[src/rtl/bch_pkg.sv]
// bch_pkg: shared BCH code constants, FSM state type and the single-bit LFSR step
package bch_pkg;
   localparam int MAX_R = 64;
   localparam int BCH15_N = 15;
   localparam int BCH15_K = 7;
   localparam logic [8:0] BCH15_GEN = 9'b111010001;
   localparam int BCH31_N = 31;
   localparam int BCH31_K = 21;
   localparam logic [10:0] BCH31_GEN = 11'b11101101001;

   typedef enum logic [1:0] {IDLE, ENCODE, HOLD} state_t;

   // r is the live register width; bits above it are kept at zero
   function automatic logic [MAX_R-1:0] lfsr_step(input logic [MAX_R-1:0] lfsr, input logic b,
                                                  input logic [MAX_R-1:0] gen, input int r);
      logic fb;
      logic [MAX_R-1:0] mask;
      fb = lfsr[r-1] ^ b;
      mask = (MAX_R'(1) << r) - MAX_R'(1);
      return ((lfsr << 1) ^ (fb ? gen : '0)) & mask;
   endfunction
endpackage

[src/rtl/multibit_bch_encoder_if.sv]
// multibit_bch_encoder_if: message-in / codeword-out valid-ready streams
interface multibit_bch_encoder_if #(
   parameter int V = 7,
   parameter int W = 15
);
   logic in_valid;
   logic in_ready;
   logic [V-1:0] data_in;
   logic out_valid;
   logic out_ready;
   logic [W-1:0] codeword_out;

   modport slave (input in_valid, data_in, out_ready, output in_ready, out_valid, codeword_out);
   modport master (output in_valid, data_in, out_ready, input in_ready, out_valid, codeword_out);
endinterface

[src/rtl/bch_lfsr_chunk.sv]
// bch_lfsr_chunk: P unrolled generator-polynomial LFSR steps, bits[P-1] absorbed first
module bch_lfsr_chunk
   import bch_pkg::*;
#(
   parameter int R = 8,
   parameter int P = 1,
   parameter logic [R:0] GEN = 9'b111010001
) (
   input  logic [R-1:0] lfsr_in,
   input  logic [P-1:0] bits,
   output logic [R-1:0] lfsr_out
);
   logic [MAX_R-1:0] s;
   logic unused_hi;

   always_comb begin
      s = MAX_R'(lfsr_in);
      for (int i = P - 1; i >= 0; i--) s = lfsr_step(s, bits[i], MAX_R'(GEN[R-1:0]), R);
      lfsr_out = s[R-1:0];
   end

   assign unused_hi = ^s[MAX_R-1:R];
endmodule

[src/rtl/multibit_bch_encoder.sv]
// multibit_bch_encoder: systematic cyclic/BCH encoder absorbing P message bits per clock
module multibit_bch_encoder
   import bch_pkg::*;
#(
   parameter int N = BCH15_N,
   parameter int K = BCH15_K,
   parameter logic [N-K:0] GEN = BCH15_GEN,
   parameter int SHORTEN = 0,
   parameter int P = 1
) (
   input  logic clk,
   input  logic reset,
   input  logic en,
   output logic busy,
   multibit_bch_encoder_if.slave bus
);
   localparam int R = N - K;
   localparam int V = K - SHORTEN;
   localparam int STEPS = V / P;
   localparam int CW = STEPS > 1 ? $clog2(STEPS) : 1;

   if (V % P != 0) begin : g_bad_p
      $error("P must divide the shortened message length");
   end
   if (!GEN[0] || !GEN[R] || R >= MAX_R) begin : g_bad_gen
      $error("generator polynomial must have x^0 and x^(N-K) terms");
   end

   state_t state;
   logic [R-1:0] lfsr;
   logic [R-1:0] lfsr_next;
   logic [V-1:0] msg;
   logic [CW-1:0] cnt;
   logic [P-1:0] chunk;
   logic accept;

   assign bus.in_ready = reset && (state == IDLE || (state == HOLD && bus.out_ready));
   assign bus.out_valid = state == HOLD;
   assign bus.codeword_out = {msg, lfsr};
   assign busy = state == ENCODE;
   assign accept = bus.in_valid && bus.in_ready && en;
   // counter doubles as the chunk index, highest chunk first
   assign chunk = msg[cnt*P +: P];

   bch_lfsr_chunk #(.R(R), .P(P), .GEN(GEN)) u_chunk (
      .lfsr_in(lfsr),
      .bits(chunk),
      .lfsr_out(lfsr_next)
   );

   always_ff @(posedge clk or negedge reset) begin
      if (!reset) begin
         state <= IDLE;
         lfsr <= '0;
         msg <= '0;
         cnt <= '0;
      end else if (en) begin
         if (accept) begin
            state <= ENCODE;
            msg <= bus.data_in;
            lfsr <= '0;
            cnt <= CW'(STEPS - 1);
         end else if (state == ENCODE) begin
            lfsr <= lfsr_next;
            cnt <= cnt - 1'b1;
            if (cnt == '0) state <= HOLD;
         end else if (state == HOLD && bus.out_ready) begin
            state <= IDLE;
         end
      end
   end
endmodule

[src/flat_wrapper.sv]
// flat-port wrapper written by rule: the top's interface ports become plain ports
module multibit_bch_encoder_flat import bch_pkg::*;
#(
   parameter int N = BCH15_N,
   parameter int K = BCH15_K,
   parameter logic [N-K:0] GEN = BCH15_GEN,
   parameter int SHORTEN = 0,
   parameter int P = 1
)
  (clk, reset, en, busy, bus_in_valid, bus_data_in, bus_out_ready, bus_in_ready, bus_out_valid, bus_codeword_out);
  multibit_bch_encoder_if #(.V(7), .W(15)) bus_i ();
  input  logic clk;
  input  logic reset;
  input  logic en;
  output logic busy;
  input wire logic [$bits(bus_i.in_valid)-1:0] bus_in_valid;
  input wire logic [$bits(bus_i.data_in)-1:0] bus_data_in;
  input wire logic [$bits(bus_i.out_ready)-1:0] bus_out_ready;
  output wire logic [$bits(bus_i.in_ready)-1:0] bus_in_ready;
  output wire logic [$bits(bus_i.out_valid)-1:0] bus_out_valid;
  output wire logic [$bits(bus_i.codeword_out)-1:0] bus_codeword_out;
  assign bus_i.in_valid = bus_in_valid;
  assign bus_i.data_in = bus_data_in;
  assign bus_i.out_ready = bus_out_ready;
  assign bus_in_ready = bus_i.in_ready;
  assign bus_out_valid = bus_i.out_valid;
  assign bus_codeword_out = bus_i.codeword_out;
  multibit_bch_encoder #(.N(N), .K(K), .GEN(GEN), .SHORTEN(SHORTEN), .P(P)) u_core (.clk(clk), .reset(reset), .en(en), .busy(busy), .bus(bus_i));
endmodule
[config.mk]
export PLATFORM = sky130hd
export DESIGN_NAME = multibit_bch_encoder_flat
export DESIGN_NICKNAME = d
export VERILOG_FILES = /design/src/rtl/bch_pkg.sv /design/src/rtl/multibit_bch_encoder_if.sv /design/src/rtl/bch_lfsr_chunk.sv /design/src/rtl/multibit_bch_encoder.sv /design/src/flat_wrapper.sv
export SDC_FILE = /design/constraint.sdc
export NUM_CORES = 1
export LEC_CHECK = 0
export ABC_AREA = 1
export CAP_MARGIN = 20
export CORE_UTILIZATION = 30
export CTS_CLUSTER_DIAMETER = 80
export DETAILED_ROUTE_END_ITERATION = 10
export PLACE_DENSITY = 0.59
export SYNTH_ARGS = -nofsm -noshare
export SYNTH_HDL_FRONTEND = slang
export SYNTH_SLANG_ARGS = --single-unit
[constraint.sdc]
create_clock -name clk -period 1.35 [get_ports clk]
set_input_delay 0.135 -clock clk [delete_from_list [all_inputs] [get_ports clk]]
set_output_delay 0.135 -clock clk [all_outputs]
set_load 0.05 [all_outputs]
==> impl_metrics.py, run 1 <==
metrics = {
    "sta": {
        "relSlewSlack": 0.823,
        "min_period_ps": 1290,
        "setup_viol": 0,
        "finClkSkew_ps": 6.75,
        "slew_viol_final": 0,
        "timing_hold_violations_final": 0,
        "finalSetupTns_ps": 0,
        "timing.fmax_mhz": 778,
        "fin_crit_sh": 0.952,
        "tightest_slew_ps": 266,
        "rsz0062_at_grt": "true",
        "whs_ps": 217,
    },
    "clocking": {
        "clockBufferDepth": 2,
        "clock-sinks": 20,
        "clk_pin_slew_ps": 130,
        "hold_buffers": 0,
        "htree_levels": 1,
        "worstSkewPairLatency_ps": 300,
        "cts_buffers": 3,
        "root_buffer": "clkbuf_4",
        "cts_tree": "done",
    },
    "grt": {
        "grt_use_met3": 0.0147,
        "grt-busiest-layer": "met2",
        "grtUsageTotal": 0.133,
        "antenna_found_initial": 0,
        "grt_pass1_wl_mm": 3.74,
        "use_met1": 0.189,
        "grt_max_degree": 21,
        "grt_pass1_vias": 845,
        "grt_overflow": 0,
        "gr-usage-met2": 0.216,
    },
    "synth": {
        "ys_seq_elements": 20,
        "postSynthCellCount": 120,
        "netlist.area_leader.share": 0.473,
        "synth-seq-area-share": 0.473,
        "synth.area.mux_share": 0,
        "yosysMostFrequentCell": "nand2_1",
        "synth-async-reset-ratio": 1.00,
        "synthFlopType": "dfrtp_1",
        "synth_top_area_cell": "dfrtp_1",
        "yosys.area_share.adder": 0.0236,
        "synth_edf_count": 0,
        "synth-simple-area-share": 0.297,
        "synth_fp_nets": 134,
        "syn_avg_cell_area_um2": 8.82,
        "yosys-top-cells-area": "dfrtp_1, nand2_1, nand3_1",
        "synth_top_family_by_area": "simple AND/OR/NAND/NOR gates",
        "ys_warn_count": 0,
        "synth_xor_area_frac": 0,
        "synth_compound_area_frac": 0.112,
        "netlist_area_um2": 1060,
        "synth_cell_types": 23,
        "netlist_top_cells_count": "nand2_1, dfrtp_1, nand3_1, inv_1, o21ai_2",
    },
    "power_and_ir_drop": {
        "power.leakage_uw": 0.000819,
        "power_uw": 4880,
        "power.density_nw_per_um2": 2770,
        "peakVddDrop_v": 0.000982,
    },
    "critical_path": {
        "crit_arrival_ps": 1150,
        "start_kind": "register",
        "r2r_end": "u_core.cnt[2]$_DFFE_PN0P_",
        "worstReg2RegStart": "u_core.state[1]$_DFFE_PN0P_",
        "endpoint_kind": "primary output",
        "rr_worst_depth": 8,
        "cp_slowest_stage_delay_ps": 420,
        "r2r_setup_slack_ps": 60,
        "critPathKind": "reg2out",
        "crit_path_max_fanout": 2,
        "critPathSlowestCell": "dfrtp_1",
        "crit_chain": "inv_2 -> nor2_2 -> nor2_4 -> buf_12",
        "worstPathRequired_ps": 1220,
    },
    "min_path": {
        "worstHoldPathType": "in2async",
    },
    "routing": {
        "wl_mm": 2.42,
        "wl_per_cell_um": 11.5,
        "vias": 949,
        "dr.first_iter.drc_count": 25,
        "detail-route-antenna-nets": 0,
        "drc": 0,
        "drtPass1Iterations": 4,
        "viasPerCell": 4.50,
    },
    "flow_run": {
        "maxCapViolations": 0,
    },
    "floorplan": {
        "io_pins": 30,
        "core_area_um2": 3360,
        "die_height_um": 61.4,
        "num_rows": 21,
        "die-area_um2": 3770,
        "start_util": 0.315,
        "die_w_um": 61.4,
    },
    "finish": {
        "drive_gt1_frac": 0.461,
        "diodes": 0,
        "area_delta_synth_final_pct": 66.7,
        "nets": 180,
    },
    "placement": {
        "dpl.hpwl_mm": 1.78,
        "place.gp.congestion": 0.803,
        "numPortBuffers": 29,
    },
    "status": {
        "outcome": "complete, no violations",
    },
}
==> worst max-delay path: cells and delay by family (launching register included) <==
family	cells	cell delay (ps)
flip-flops	1	420
AND/OR/NAND/NOR	2	210
buffers and inverters	2	230
==> repair_timing <==
action | CTS | global route
resized for setup | 0 | 17
pin swaps | 1 | 6
endpoints found under the setup margin | 1 | 11
buffers inserted | 3 | 6
==> state kept, by name, summed over array words and instances (netlist names) <==
signal and cells:
u_core.lfsr 8, u_core.state 2, u_core.cnt 3, u_core.msg 7
==> worst max-delay path by stage <==
stage                                  to  cells past startpoint                        start
2_1_floorplan   u_core.cnt[2]$_DFFE_PN0P_                      8  u_core.state[1]$_DFFE_PN0P_
3_3_place_gp    u_core.cnt[2]$_DFFE_PN0P_                      8                        reset
3_5_place_dp    u_core.cnt[2]$_DFFE_PN0P_                      8                bus_out_ready
4_1_cts        u_core.lfsr[4]$_DFFE_PN0P_                      8    u_core.cnt[0]$_DFFE_PN0P_
5_1_grt         u_core.cnt[2]$_DFFE_PN0P_                      8  u_core.state[1]$_DFFE_PN0P_
6_report                     bus_in_ready                      4  u_core.state[1]$_DFFE_PN0P_
==> per-layer routing <==
layer,part of all wire,up-vias
met2,0.52,16
met1,0.44,448
met5,0,-
li1,-,483
met4,0.0070,0
met3,0.033,2
==> logic make-up after synthesis <==
| group | count (synthesis) |
|---|---|
| compound gates | 16 |
| fa+ha+maj | 2 |
| flops | 20 |
| simple gates | 61 |
| buf+inv | 21 |
==> area by class of cell <==
| cell class | instances | area [um^2] |
|---|---|---|
| fillers | 305 | 1600 |
| flip-flops and latches | 20 | 503 |
| repair buffers | 42 | 572 |
| multi-input cells | 79 | 513 |
| inverters | 20 | 82.6 |
| well taps | 46 | 57.6 |
| clock buffers | 4 | 36.3 |
==> per-stage QoR <==
step | area (um^2) | worst slack (ps) | utilization | cells
after floorplan | 1070 | -138 | - | 120
after detailed placement | 1620 | -98.9 | 0.482 | 199
after global placement | 1620 | -59.2 | 0.482 | 199
after CTS | 1670 | 20.6 | 0.497 | 205
final | 1760 | 65.0 | 0.525 | 211
after global routing | 1760 | -26.5 | 0.525 | 211
==> power by group <==
| part | total, uW | leakage, uW | switching, uW | internal (uW) |
|---|---|---|---|---|
| Combinational | 3320 | 0.000548 | 1780 | 1540 |
| Sequential | 1200 | 0.000250 | 329 | 872 |
| Clock | 360 | 0.0000210 | 196 | 164 |
==> placed cells by master (no fill, tap or decap), types with 5 or more instances in the layout <==
| cell type | instances |
|---|---|
| dfrtp_1 | 18 |
| buf_12 | 18 |
| inv_1 | 10 |
| clkdlybuf4s50_1 | 11 |
| buf_4 | 12 |
| o21ai_2 | 6 |
| inv_2 | 8 |
| nand2_2 | 9 |
| nand2_1 | 25 |
| nand3_1 | 13 |
| nand3_2 | 5 |
No activity file was read; power rests on OpenSTA's default activity.
==> run 2: changes to the inputs <==
CORE_MARGIN = 4   (was not set)
==> run 2 against run 1 <==
  * Cell count fell by 0.47%
  * Design area fell by 0.50%
  * Count of clock-buffer cells in the layout did not move
  * Combinational power fell by 2%
  * Wire length rose by 3.4%
  * Sequential power barely moved
  * Total power fell by 2.4%
  * Fmax fell by 1.6%
  * Critical endpoint is now u_core.msg[6]$_DFFE_PN0P_
  * Largest cell class unchanged
==> impl_metrics.py, run 2 (same netlist as run 1, synthesis figures left out) <==
metrics = {
    "status": {
        "outcome": "complete, no violations",
    },
    "floorplan": {
        "io_pins": 30,
        "die_w_um": 67.4,
        "start_util": 0.315,
        "core_area_um2": 3360,
        "die_height_um": 67.4,
        "num_rows": 21,
        "die-area_um2": 4540,
    },
    "sta": {
        "whs_ps": 216,
        "fin_crit_sh": 0.967,
        "relSlewSlack": 0.826,
        "timing.fmax_mhz": 766,
        "slew_viol_final": 0,
        "rsz0062_at_grt": "true",
        "finClkSkew_ps": 7.32,
        "setup_viol": 0,
        "min_period_ps": 1310,
        "tightest_slew_ps": 261,
        "setup_slack_ps": 44.8,
        "timing_hold_violations_final": 0,
    },
    "grt": {
        "grtUsageTotal": 0.121,
        "grt_max_degree": 21,
        "grt_pass1_vias": 957,
        "antenna_found_initial": 0,
        "grt_overflow": 0,
        "grt_pass1_wl_mm": 4.20,
    },
    "placement": {
        "numPortBuffers": 29,
        "placed_cells": 198,
        "place.gp.congestion": 0.846,
        "placed_area_um2": 1610,
        "dp_slack_ps": -120,
        "dpl.hpwl_mm": 1.85,
    },
    "routing": {
        "wl_per_cell_um": 11.9,
        "dr.first_iter.drc_count": 34,
        "viasPerCell": 4.59,
        "vias": 964,
        "detail-route-antenna-nets": 0,
        "drc": 0,
        "drtPass1Iterations": 4,
        "wl_mm": 2.50,
    },
    "critical_path": {
        "rr_worst_depth": 8,
        "critPathKind": "reg2reg",
        "start_kind": "register",
        "crit_path_max_fanout": 5,
        "r2r_end": "u_core.msg[6]$_DFFE_PN0P_",
        "crit_arrival_ps": 1520,
        "r2r_setup_slack_ps": 40,
        "worstPathRequired_ps": 1560,
        "worstReg2RegStart": "u_core.state[1]$_DFFE_PN0P_",
        "endpoint_kind": "register",
    },
    "finish": {
        "top_regs": "u_core.lfsr: 8 flops, u_core.msg: 7 flops, u_core.cnt: 3 flops",
        "diodes": 0,
        "nets": 179,
        "fin_area_um2": 1760,
        "largest_register_ffs": 8,
        "drive_gt1_frac": 0.427,
        "final_cell_mix": "nand2_1, buf_12, dfrtp_1, nand3_1, inv_1",
        "finish.utilization": 0.522,
        "area_delta_synth_final_pct": 65.8,
        "regMostFlops": "u_core.lfsr",
        "final_common_cell": "nand2_1",
        "fillers": 316,
        "fin_cells": 210,
    },
    "min_path": {
        "worstHoldPathType": "in2async",
    },
    "clocking": {
        "worstSkewPairLatency_ps": 300,
        "clock-sinks": 20,
        "htree_levels": 1,
        "root_buffer": "clkbuf_4",
        "clockBufferDepth": 2,
        "clk_pin_slew_ps": 120,
        "cts_buffers": 3,
        "cts_tree": "done",
        "hold_buffers": 0,
    },
    "flow_run": {
        "maxCapViolations": 0,
    },
    "power_and_ir_drop": {
        "power.density_nw_per_um2": 2710,
        "power.leakage_uw": 0.000818,
        "peakVddDrop_v": 0.00130,
    },
}
run 2: timing repair:
item	4_1_cts	5_1_grt
gates resized for setup	0	14
endpoints found under the setup margin	1	7
setup buffers	3	6
pin swaps	1	4
run 2: report_power, final:
group | total, uW | switching (uW) | internal (uW)
combinational | 3270 | 1770 | 1500
sequential | 1200 | 327 | 872
clock | 299 | 184 | 115
run 2: metrics by stage:
stage	power [uW]	setup TNS (ps)
after CTS	4560	0
after global routing	5060	-307
after global placement	4170	-376
after floorplan	2830	-1180
final	4760	0
after detailed placement	4210	-768
run 2: worst max-delay path: stages, from the launching register on:
cell and delay (ps):
dfrtp_1 400, inv_2 80, nor2_4 40, nor2_4 160, nand3_4 130, buf_4 170
buf_4 130, nand2_1 50, nand2_1 50
run 2: final cells by class:
| cell class | instances | area [um^2] | share of cell area |
|---|---|---|---|
| repair buffers | 41 | 573 | 0.326 |
| multi-input cells | 79 | 505 | 0.288 |
| well taps | 46 | 57.6 | 0.0328 |
| clock buffers | 4 | 26.3 | 0.0150 |
| inverters | 20 | 90.1 | 0.0513 |
| flip-flops and latches | 20 | 503 | 0.287 |
run 2: how the worst max path moves through the flow:
stage	end	slack (ps)	start	cells after the start
after floorplan	u_core.cnt[2]$_DFFE_PN0P_	-140	u_core.state[1]$_DFFE_PN0P_	8
after global placement	u_core.cnt[2]$_DFFE_PN0P_	-80	reset	8
after detailed placement	u_core.cnt[2]$_DFFE_PN0P_	-120	bus_out_ready	8
after CTS	u_core.cnt[2]$_DFFE_PN0P_	10	u_core.state[0]$_DFFE_PN0P_	8
after global routing	u_core.cnt[2]$_DFFE_PN0P_	-70	u_core.state[1]$_DFFE_PN0P_	8
final	u_core.msg[6]$_DFFE_PN0P_	40	u_core.state[1]$_DFFE_PN0P_	8
run 2: layer usage:
metal,wire [um],share of wire,global-route usage,up-vias
met1,1120,0.45,0.156,454
met3,64,0.026,0.0200,4
met2,1280,0.51,0.200,21
met5,0,0,0,-
li1,-,-,-,485
met4,44,0.018,0.0532,0
